<file path="src/rtl/peripheral_uart_rx_deserializer.sv">
// UART rx front-end: rx synchroniser, 16x oversampled framer, FWFT byte FIFO on a valid/ready output (optional PERIPHERAL_UART_RX_TIMEOUT_EN).
// A byte is visible 1 cycle after its stop sample; a byte arriving at a full FIFO with no pop is dropped and flagged.

module peripheral_uart_rx_fifo #(
  parameter int WIDTH = 8,
  parameter int DEPTH = 8
) (
  input  logic                       clk_i,
  input  logic                       rst_i,
  input  logic                       in_vld,
  input  logic [WIDTH-1:0]           in_dat,
  output logic                       in_drop,
  output logic                       out_vld,
  input  logic                       out_rdy,
  output logic [WIDTH-1:0]           out_dat,
  output logic [$clog2(DEPTH+1)-1:0] count
);
  localparam int PTR_W = $clog2(DEPTH);
  localparam int CNT_W = $clog2(DEPTH+1);

  logic [WIDTH-1:0] mem_q [DEPTH];
  logic [WIDTH-1:0] mem_d [DEPTH];
  logic [PTR_W-1:0] rd_ptr_q, rd_ptr_d, wr_ptr_q, wr_ptr_d;
  logic [CNT_W-1:0] cnt_q, cnt_d;
  logic             full, pop, push;

  assign out_vld = (cnt_q != '0);
  assign out_dat = out_vld ? mem_q[rd_ptr_q] : '0;
  assign count   = cnt_q;

  always_comb begin
    full     = (cnt_q == CNT_W'(DEPTH));
    pop      = out_vld & out_rdy;
    // A pop in the same cycle frees the slot, so a full FIFO still accepts.
    push     = in_vld & (~full | pop);
    in_drop  = in_vld & full & ~pop;
    mem_d    = mem_q;
    rd_ptr_d = rd_ptr_q;
    wr_ptr_d = wr_ptr_q;
    cnt_d    = cnt_q;
    if (push) begin
      mem_d[wr_ptr_q] = in_dat;
      wr_ptr_d        = wr_ptr_q + PTR_W'(1);
    end
    if (pop) rd_ptr_d = rd_ptr_q + PTR_W'(1);
    case ({push, pop})
      2'b10:   cnt_d = cnt_q + CNT_W'(1);
      2'b01:   cnt_d = cnt_q - CNT_W'(1);
      default: cnt_d = cnt_q;
    endcase
  end

  always_ff @(posedge clk_i) begin
    if (rst_i) begin
      rd_ptr_q <= '0;
      wr_ptr_q <= '0;
      cnt_q    <= '0;
    end else begin
      rd_ptr_q <= rd_ptr_d;
      wr_ptr_q <= wr_ptr_d;
      cnt_q    <= cnt_d;
    end
    mem_q <= mem_d;
  end
endmodule

module peripheral_uart_rx_deserializer #(
  parameter int DATA_BITS  = 8,
  parameter int FIFO_DEPTH = 8,
  parameter int DIV_WIDTH  = 16,
  parameter int SYNC_DEPTH = 3
) (
  input  logic                            HCLK,
  input  logic                            HRESET,
  input  logic [DIV_WIDTH-1:0]            cfg_div,
  input  logic                            cfg_parity_en,
  input  logic                            cfg_parity_odd,
  input  logic                            rx_i,
  output logic [DATA_BITS-1:0]            rx_data_o,
  output logic                            rx_valid_o,
  input  logic                            rx_ready_i,
  output logic [$clog2(FIFO_DEPTH+1)-1:0] fifo_count_o,
  output logic                            err_frame_o,
  output logic                            err_parity_o,
  output logic                            err_overrun_o,
  output logic                            event_o
);
  localparam int IDX_W = $clog2(DATA_BITS);
  localparam int CNT_W = $clog2(FIFO_DEPTH+1);
  localparam logic [IDX_W-1:0] LAST_IDX = IDX_W'(DATA_BITS-1);

  typedef enum logic [2:0] {S_IDLE, S_START, S_DATA, S_PARITY, S_STOP} state_t;

  state_t                state_q, state_d;
  logic [SYNC_DEPTH-1:0] sync_q, sync_d;
  logic                  rx_prev_q, rx_prev_d;
  logic [DIV_WIDTH-1:0]  div_cnt_q, div_cnt_d;
  logic [3:0]            smp_cnt_q, smp_cnt_d;
  logic [IDX_W-1:0]      idx_q, idx_d;
  logic [DATA_BITS-1:0]  data_q, data_d;
  logic                  par_err_q, par_err_d;
  logic                  err_frame_q, err_frame_d;
  logic                  err_parity_q, err_parity_d;
  logic                  err_overrun_q;
  logic                  rx_s, fall, tick, bit_end, push_vld, push_drop;

  assign rx_s = sync_q[SYNC_DEPTH-1];

  always_comb begin
    sync_d    = {sync_q[SYNC_DEPTH-2:0], rx_i};
    rx_prev_d = rx_s;
    fall      = rx_prev_q & ~rx_s;
    tick      = (div_cnt_q == '0);
    if (tick) div_cnt_d = (cfg_div == '0) ? '0 : cfg_div - DIV_WIDTH'(1);
    else      div_cnt_d = div_cnt_q - DIV_WIDTH'(1);
    bit_end   = tick & (smp_cnt_q == 4'd15);
  end

  always_comb begin
    state_d      = state_q;
    smp_cnt_d    = tick ? smp_cnt_q + 4'd1 : smp_cnt_q;
    idx_d        = idx_q;
    data_d       = data_q;
    par_err_d    = par_err_q;
    push_vld     = 1'b0;
    err_frame_d  = 1'b0;
    err_parity_d = 1'b0;
    case (state_q)
      S_IDLE: if (fall) begin
        smp_cnt_d = '0;
        idx_d     = '0;
        par_err_d = 1'b0;
        state_d   = S_START;
      end
      S_START: if (tick && smp_cnt_q == 4'd7) begin
        if (rx_s) state_d = S_IDLE;
        else begin
          smp_cnt_d = '0;
          state_d   = S_DATA;
        end
      end
      S_DATA: if (bit_end) begin
        data_d[idx_q] = rx_s;
        idx_d         = idx_q + IDX_W'(1);
        if (idx_q == LAST_IDX) begin
          idx_d   = '0;
          state_d = cfg_parity_en ? S_PARITY : S_STOP;
        end
      end
      S_PARITY: if (bit_end) begin
        par_err_d = ((^data_q) ^ cfg_parity_odd) != rx_s;
        state_d   = S_STOP;
      end
      S_STOP: if (bit_end) begin
        // Back to IDLE immediately so the next start edge half a bit later is seen.
        state_d = S_IDLE;
        if (!rx_s)          err_frame_d  = 1'b1;
        else if (par_err_q) err_parity_d = 1'b1;
        else                push_vld     = 1'b1;
      end
      default: state_d = S_IDLE;
    endcase
  end

  always_ff @(posedge HCLK) begin
    if (HRESET) begin
      state_q       <= S_IDLE;
      sync_q        <= '1;
      rx_prev_q     <= 1'b1;
      div_cnt_q     <= '0;
      smp_cnt_q     <= '0;
      idx_q         <= '0;
      data_q        <= '0;
      par_err_q     <= 1'b0;
      err_frame_q   <= 1'b0;
      err_parity_q  <= 1'b0;
      err_overrun_q <= 1'b0;
    end else begin
      state_q       <= state_d;
      sync_q        <= sync_d;
      rx_prev_q     <= rx_prev_d;
      div_cnt_q     <= div_cnt_d;
      smp_cnt_q     <= smp_cnt_d;
      idx_q         <= idx_d;
      data_q        <= data_d;
      par_err_q     <= par_err_d;
      err_frame_q   <= err_frame_d;
      err_parity_q  <= err_parity_d;
      err_overrun_q <= push_drop;
    end
  end

  peripheral_uart_rx_fifo #(.WIDTH(DATA_BITS), .DEPTH(FIFO_DEPTH)) u_fifo (
    .clk_i   (HCLK),
    .rst_i   (HRESET),
    .in_vld  (push_vld),
    .in_dat  (data_q),
    .in_drop (push_drop),
    .out_vld (rx_valid_o),
    .out_rdy (rx_ready_i),
    .out_dat (rx_data_o),
    .count   (fifo_count_o)
  );

  assign err_frame_o   = err_frame_q;
  assign err_parity_o  = err_parity_q;
  assign err_overrun_o = err_overrun_q;

`ifdef PERIPHERAL_UART_RX_TIMEOUT_EN
  logic [9:0] to_cnt_q, to_cnt_d;
  logic       to_flag_q, to_flag_d;
  logic       pop;

  always_comb begin
    pop       = rx_valid_o & rx_ready_i;
    to_cnt_d  = to_cnt_q;
    to_flag_d = to_flag_q;
    // 640 ticks = four 10-bit characters of idle line with data waiting.
    if (pop || (state_q == S_IDLE && fall)) to_cnt_d = '0;
    else if (tick && state_q == S_IDLE && rx_valid_o && to_cnt_q != 10'd640)
      to_cnt_d = to_cnt_q + 10'd1;
    if (pop)                        to_flag_d = 1'b0;
    else if (to_cnt_q == 10'd640)   to_flag_d = 1'b1;
  end

  always_ff @(posedge HCLK) begin
    if (HRESET) begin
      to_cnt_q  <= '0;
      to_flag_q <= 1'b0;
    end else begin
      to_cnt_q  <= to_cnt_d;
      to_flag_q <= to_flag_d;
    end
  end

  assign event_o = (fifo_count_o >= CNT_W'(FIFO_DEPTH/2)) | to_flag_q;
`else
  assign event_o = rx_valid_o;
`endif
endmodule

</file>
<file path="config.mk">
export PLATFORM = sky130hd
export DESIGN_NAME = peripheral_uart_rx_deserializer
export DESIGN_NICKNAME = d
export VERILOG_FILES = /design/src/rtl/peripheral_uart_rx_deserializer.sv
export SDC_FILE = /design/constraint.sdc
export NUM_CORES = 1
export LEC_CHECK = 0
export BUFFER_PORTS_ARGS = -buffer_cell sky130_fd_sc_hd__buf_2
export CAP_MARGIN = 20
export CORE_MARGIN = 8
export CORE_UTILIZATION = 60
export CTS_CLUSTER_DIAMETER = 200
export CTS_CLUSTER_SIZE = 10
export DETAILED_ROUTE_END_ITERATION = 10
export GPL_ROUTABILITY_DRIVEN = 0
export PLACE_DENSITY = 0.79
export SYNTH_ARGS = -nofsm -noshare
export SYNTH_HDL_FRONTEND = slang
export SYNTH_SLANG_ARGS = --single-unit
</file>
<file path="constraint.sdc">
create_clock -name HCLK -period 3.6 [get_ports HCLK]
set_input_delay 0.72 -clock HCLK [delete_from_list [all_inputs] [get_ports HCLK]]
set_output_delay 0.72 -clock HCLK [all_outputs]
set_load 0.05 [all_outputs]
</file>
==> summary.md <==
The run finished with clean final reports. The peak fanout along the critical path came out at 13. In this run the worst hold path is classified as input port to flip-flop. In the synthesized netlist, the cells that appear most often are sky130_fd_sc_hd__edfxtp_1 (64), sky130_fd_sc_hd__dfxtp_1 (52), sky130_fd_sc_hd__nor2_1 (44), sky130_fd_sc_hd__nand2_1 (28), sky130_fd_sc_hd__xnor2_1 (24). In the final design database the tool counted 555 nets. The endpoint identified for the worst register-to-register timing path is u_fifo.count[2]$_SDFFE_PP0P_. 39 I/O pins were placed. In the final layout, the share of cells above drive strength 1 is 21.8%.

The relative area change from synthesis to final layout works out to 15.6%. The met3 global-route usage was 5.85%; the largest clock skew in the final design was 0.0114 ns. The layer flagged by global routing as most heavily used is met2. In this run the remaining antenna-violating nets after routing total 0.

Dividing the detail-routed wire length by the instance count gives 18.1 µm. For this design, the CTS-stage hold fixing added 0 buffers. Wires add up to 11700 µm. The worst setup path is launched from a flip-flop. In this run the tightest slew margin relative to its limit is 44.0%. The core region is 9110 µm². The detailed-router iteration count before antenna repair came out at 5. The logs give 0 for the DRC violation count after routing and 313 MHz for the highest clock frequency the design can meet.

The count of port buffers added during placement was 38; the final cell count without fillers was 647. Counting flops and latches in the post-synthesis netlist gives 116. The post-placement worst setup slack is 0.503 ns, and the starting DRC count in detailed routing is 268. The initialized floorplan defines 35 standard-cell rows. For the number of clock buffers inserted by TritonCTS, the log shows 17. The worst register-to-register path has a depth of 10.

Among all cell types in the netlist, the one instantiated most often is sky130_fd_sc_hd__edfxtp_1. Among all stages on the critical path, the largest delay is contributed by sky130_fd_sc_hd__dfxtp_1. At the pin with the least slew margin, the transition time is 0.839 ns. The floorplan step set the die width to 112 µm. The power density over the cells is 573 nW/µm². Entering global routing, the biggest net connects 51 pins. Sorting the synthesized cells by area gives the leading types as sky130_fd_sc_hd__edfxtp_1 (35%), sky130_fd_sc_hd__dfxtp_1 (19%), sky130_fd_sc_hd__mux4_2 (6.5%). The synthesized design spends more area on one cell type than any other, namely sky130_fd_sc_hd__edfxtp_1. Root buffer selected by CTS: sky130_fd_sc_hd__clkbuf_8. The number of global-route vias before repair is 3864, and the total count of hold-check failures in the final report is 0. The post-route worst setup slack came out at 0.401 ns.

Measured along the y axis, the die boundary spans 112 µm. For the finished layout, the period the worst path requires is 3.20 ns. In the global route stage, met2 resource usage came out at 33.3%. Once the floorplan was initialized, standard cells occupied 61.1% of the core.

The logs give 3.63 ns for the data arrival time at the worst-slack endpoint and 2 for the worst-case clock buffer depth. The worst setup path is captured at a flip-flop. The async set-reset flop share out of synthesis is 0%. Data on the critical path is required at its endpoint by 4.04 ns. After synthesis, the largest area contributor takes up 34.5% of total cell area. Summed over all layers, the global routing overflow is 0. The number of enable flip-flop cells after synthesis works out to 64.

With fillers left out, the area of the finished cells amounts to 6430 µm². Once placement finished, the instance area stood at 5880 µm². The worst register-to-register path begins at state_q[2]$_SDFFE_PP0P_.

After detailed placement, the design holds a cell count of 615. The part of the cycle the worst path needs is 88.9%. The worst setup path category is flip-flop to flip-flop. The max-capacitance violation count is 0. Total half-perimeter wirelength after legalization and detailed placement: 8030 µm. The worst vdd rail ir drop was 0.423 mV; the count of distinct cell types in the synthesized netlist was 61. The final max-slew violation count came out at 0.

The number of antenna violations at the first check in global routing was 0. The tree built by TritonCTS fans out to 116 sinks. Global routing used 19.3% of the available tracks. The fraction of met1 tracks used by global routing was 22.0%; the proportion of synthesized chip area in sequential cells was 53.2%.

After clock tree synthesis, the clock-pin slew on the worst setup and hold paths is 0.06 ns. The run gives 511 as the synthesized net count. Setup repair after global routing left no endpoint under its margin. The leakage power was 2.41 nW; the count of synthesis-stage warnings from yosys was 0. The number of setup buffers added after CTS is 0.

In this run the most critical hold path is launched from rx_i. The worst hold path was traced through 2 stages. TritonCTS built the clock tree. 0 antenna diodes ended up in the layout. Dividing the detail-routed via count by the number of cells gives 6.07. Overall power consumption after layout is estimated at 0.00368 W. Setup violations remaining at the end of the flow were counted as 0. Dividing the synthesized area by the synthesized cell count gives 11.6 µm². In the synthesized netlist the dominant register cell turns out to be sky130_fd_sc_hd__edfxtp_1.

The H-tree was split into 4 levels. Setup slack on the worst reg-to-reg path comes out at 0.40 ns. For the aggregate negative setup slack, the log shows 0 ns. Clock latency on the worst-skew pair, taken at its later pin, is 0.52 ns.

After technology mapping, the gate count stands at 479. The die covers 12600 µm². The first global-routing pass estimated 19100 µm of wire. The worst hold path terminates at sync_q[0]$_SDFF_PP1_. The post-synthesis instance area is 5570 µm². Once the clock tree was built, the resizer swapped 0 gates to a different size. The critical path goes through or3b_1, a311oi_2, nand4_1, ha_1, xor2_1, ha_1, a21oi_1, xor2_1, or3_1, a21oi_1. Number of vias in the routed layout: 3927.

The delay of the slowest cell on the worst path works out to 0.57 ns.
-- routing by layer --
layer,vias up,routed length (µm)
met5,-,0
met4,0,223
met3,24,576
met2,122,6100
met1,1898,4800
li1,1883,-
-- sequential cells by signal, summed over array words and instances, names as in the netlist, 4 cells and up --
| register | cells |
|---|---|
| smp_cnt_q | 4 |
| u_fifo.count | 4 |
| u_fifo.mem_q | 64 |
| div_cnt_q | 16 |
| data_q | 8 |
-- worst max path at each step --
stage / cells after the start / end / startpoint
4_1_cts: 10 / u_fifo.count[2]$_SDFFE_PP0P_ / state_q[2]$_SDFFE_PP0P_
3_3_place_gp: 10 / u_fifo.count[2]$_SDFFE_PP0P_ / state_q[2]$_SDFFE_PP0P_
6_report: 10 / u_fifo.count[2]$_SDFFE_PP0P_ / state_q[2]$_SDFFE_PP0P_
3_5_place_dp: 10 / u_fifo.count[2]$_SDFFE_PP0P_ / state_q[2]$_SDFFE_PP0P_
2_1_floorplan: 11 / u_fifo.count[2]$_SDFFE_PP0P_ / u_fifo.count[1]$_SDFFE_PP0P_
5_1_grt: 10 / u_fifo.count[2]$_SDFFE_PP0P_ / state_q[2]$_SDFFE_PP0P_
-- through the flow --
step	util (%)	hold slack (ns)
finish	70.6	0.387
global route	70.6	0.358
CTS	70.6	0.361
detailed placement	64.5	0.403
global placement	64.5	0.394
floorplan	-	0.389
-- layout by cell type, fill, tap and decap left out, types with 19 or more instances in the layout --
cell                        n
sky130_fd_sc_hd__dfxtp_1   52
sky130_fd_sc_hd__nor3_1    22
sky130_fd_sc_hd__nand2_1   28
sky130_fd_sc_hd__a21oi_1   21
sky130_fd_sc_hd__edfxtp_1  64
sky130_fd_sc_hd__mux2i_1   19
sky130_fd_sc_hd__nor2_1    44
sky130_fd_sc_hd__buf_2     38
sky130_fd_sc_hd__xnor2_1   24
-- critical path, delay by kind of cell (launching register included) --
family	cells	cell delay [ns]
and+or+nand+nor	3	1.08
xor gates and xnor gates	2	0.25
adders and majority gates	2	0.56
DFF	1	0.57
AOI/OAI and AO/OA	3	0.65
-- power breakdown --
group / switching (W) / total, W / internal (W)
clock: 0.000628 / 0.00156 / 0.000929
combinational: 0.000347 / 0.000599 / 0.000252
sequential: 0.0000766 / 0.00153 / 0.00145
-- cell type report --
| type | count | area [µm²] |
|---|---|---|
| multi-input combinational | 329 | 2470 |
| clock buffer | 17 | 414 |
| fill | 641 | 2680 |
| timing repair buffer | 48 | 265 |
| inverter | 11 | 41.3 |
| sequential | 116 | 2960 |
| clock inverter | 15 | 143 |
| tap | 111 | 139 |
-- logic make-up after synthesis --
group           count (synthesis)  share of synthesized area, %
simple gates                  186                          18.6
flops                         116                          53.2
compound gates                 60                          7.26
xor+xnor                       38                          6.23
mux                            35                          9.89
buf+inv                        34                          2.56
fa+ha+maj                      10                          2.25
Note: power is estimated with default switching activity, not from simulation.
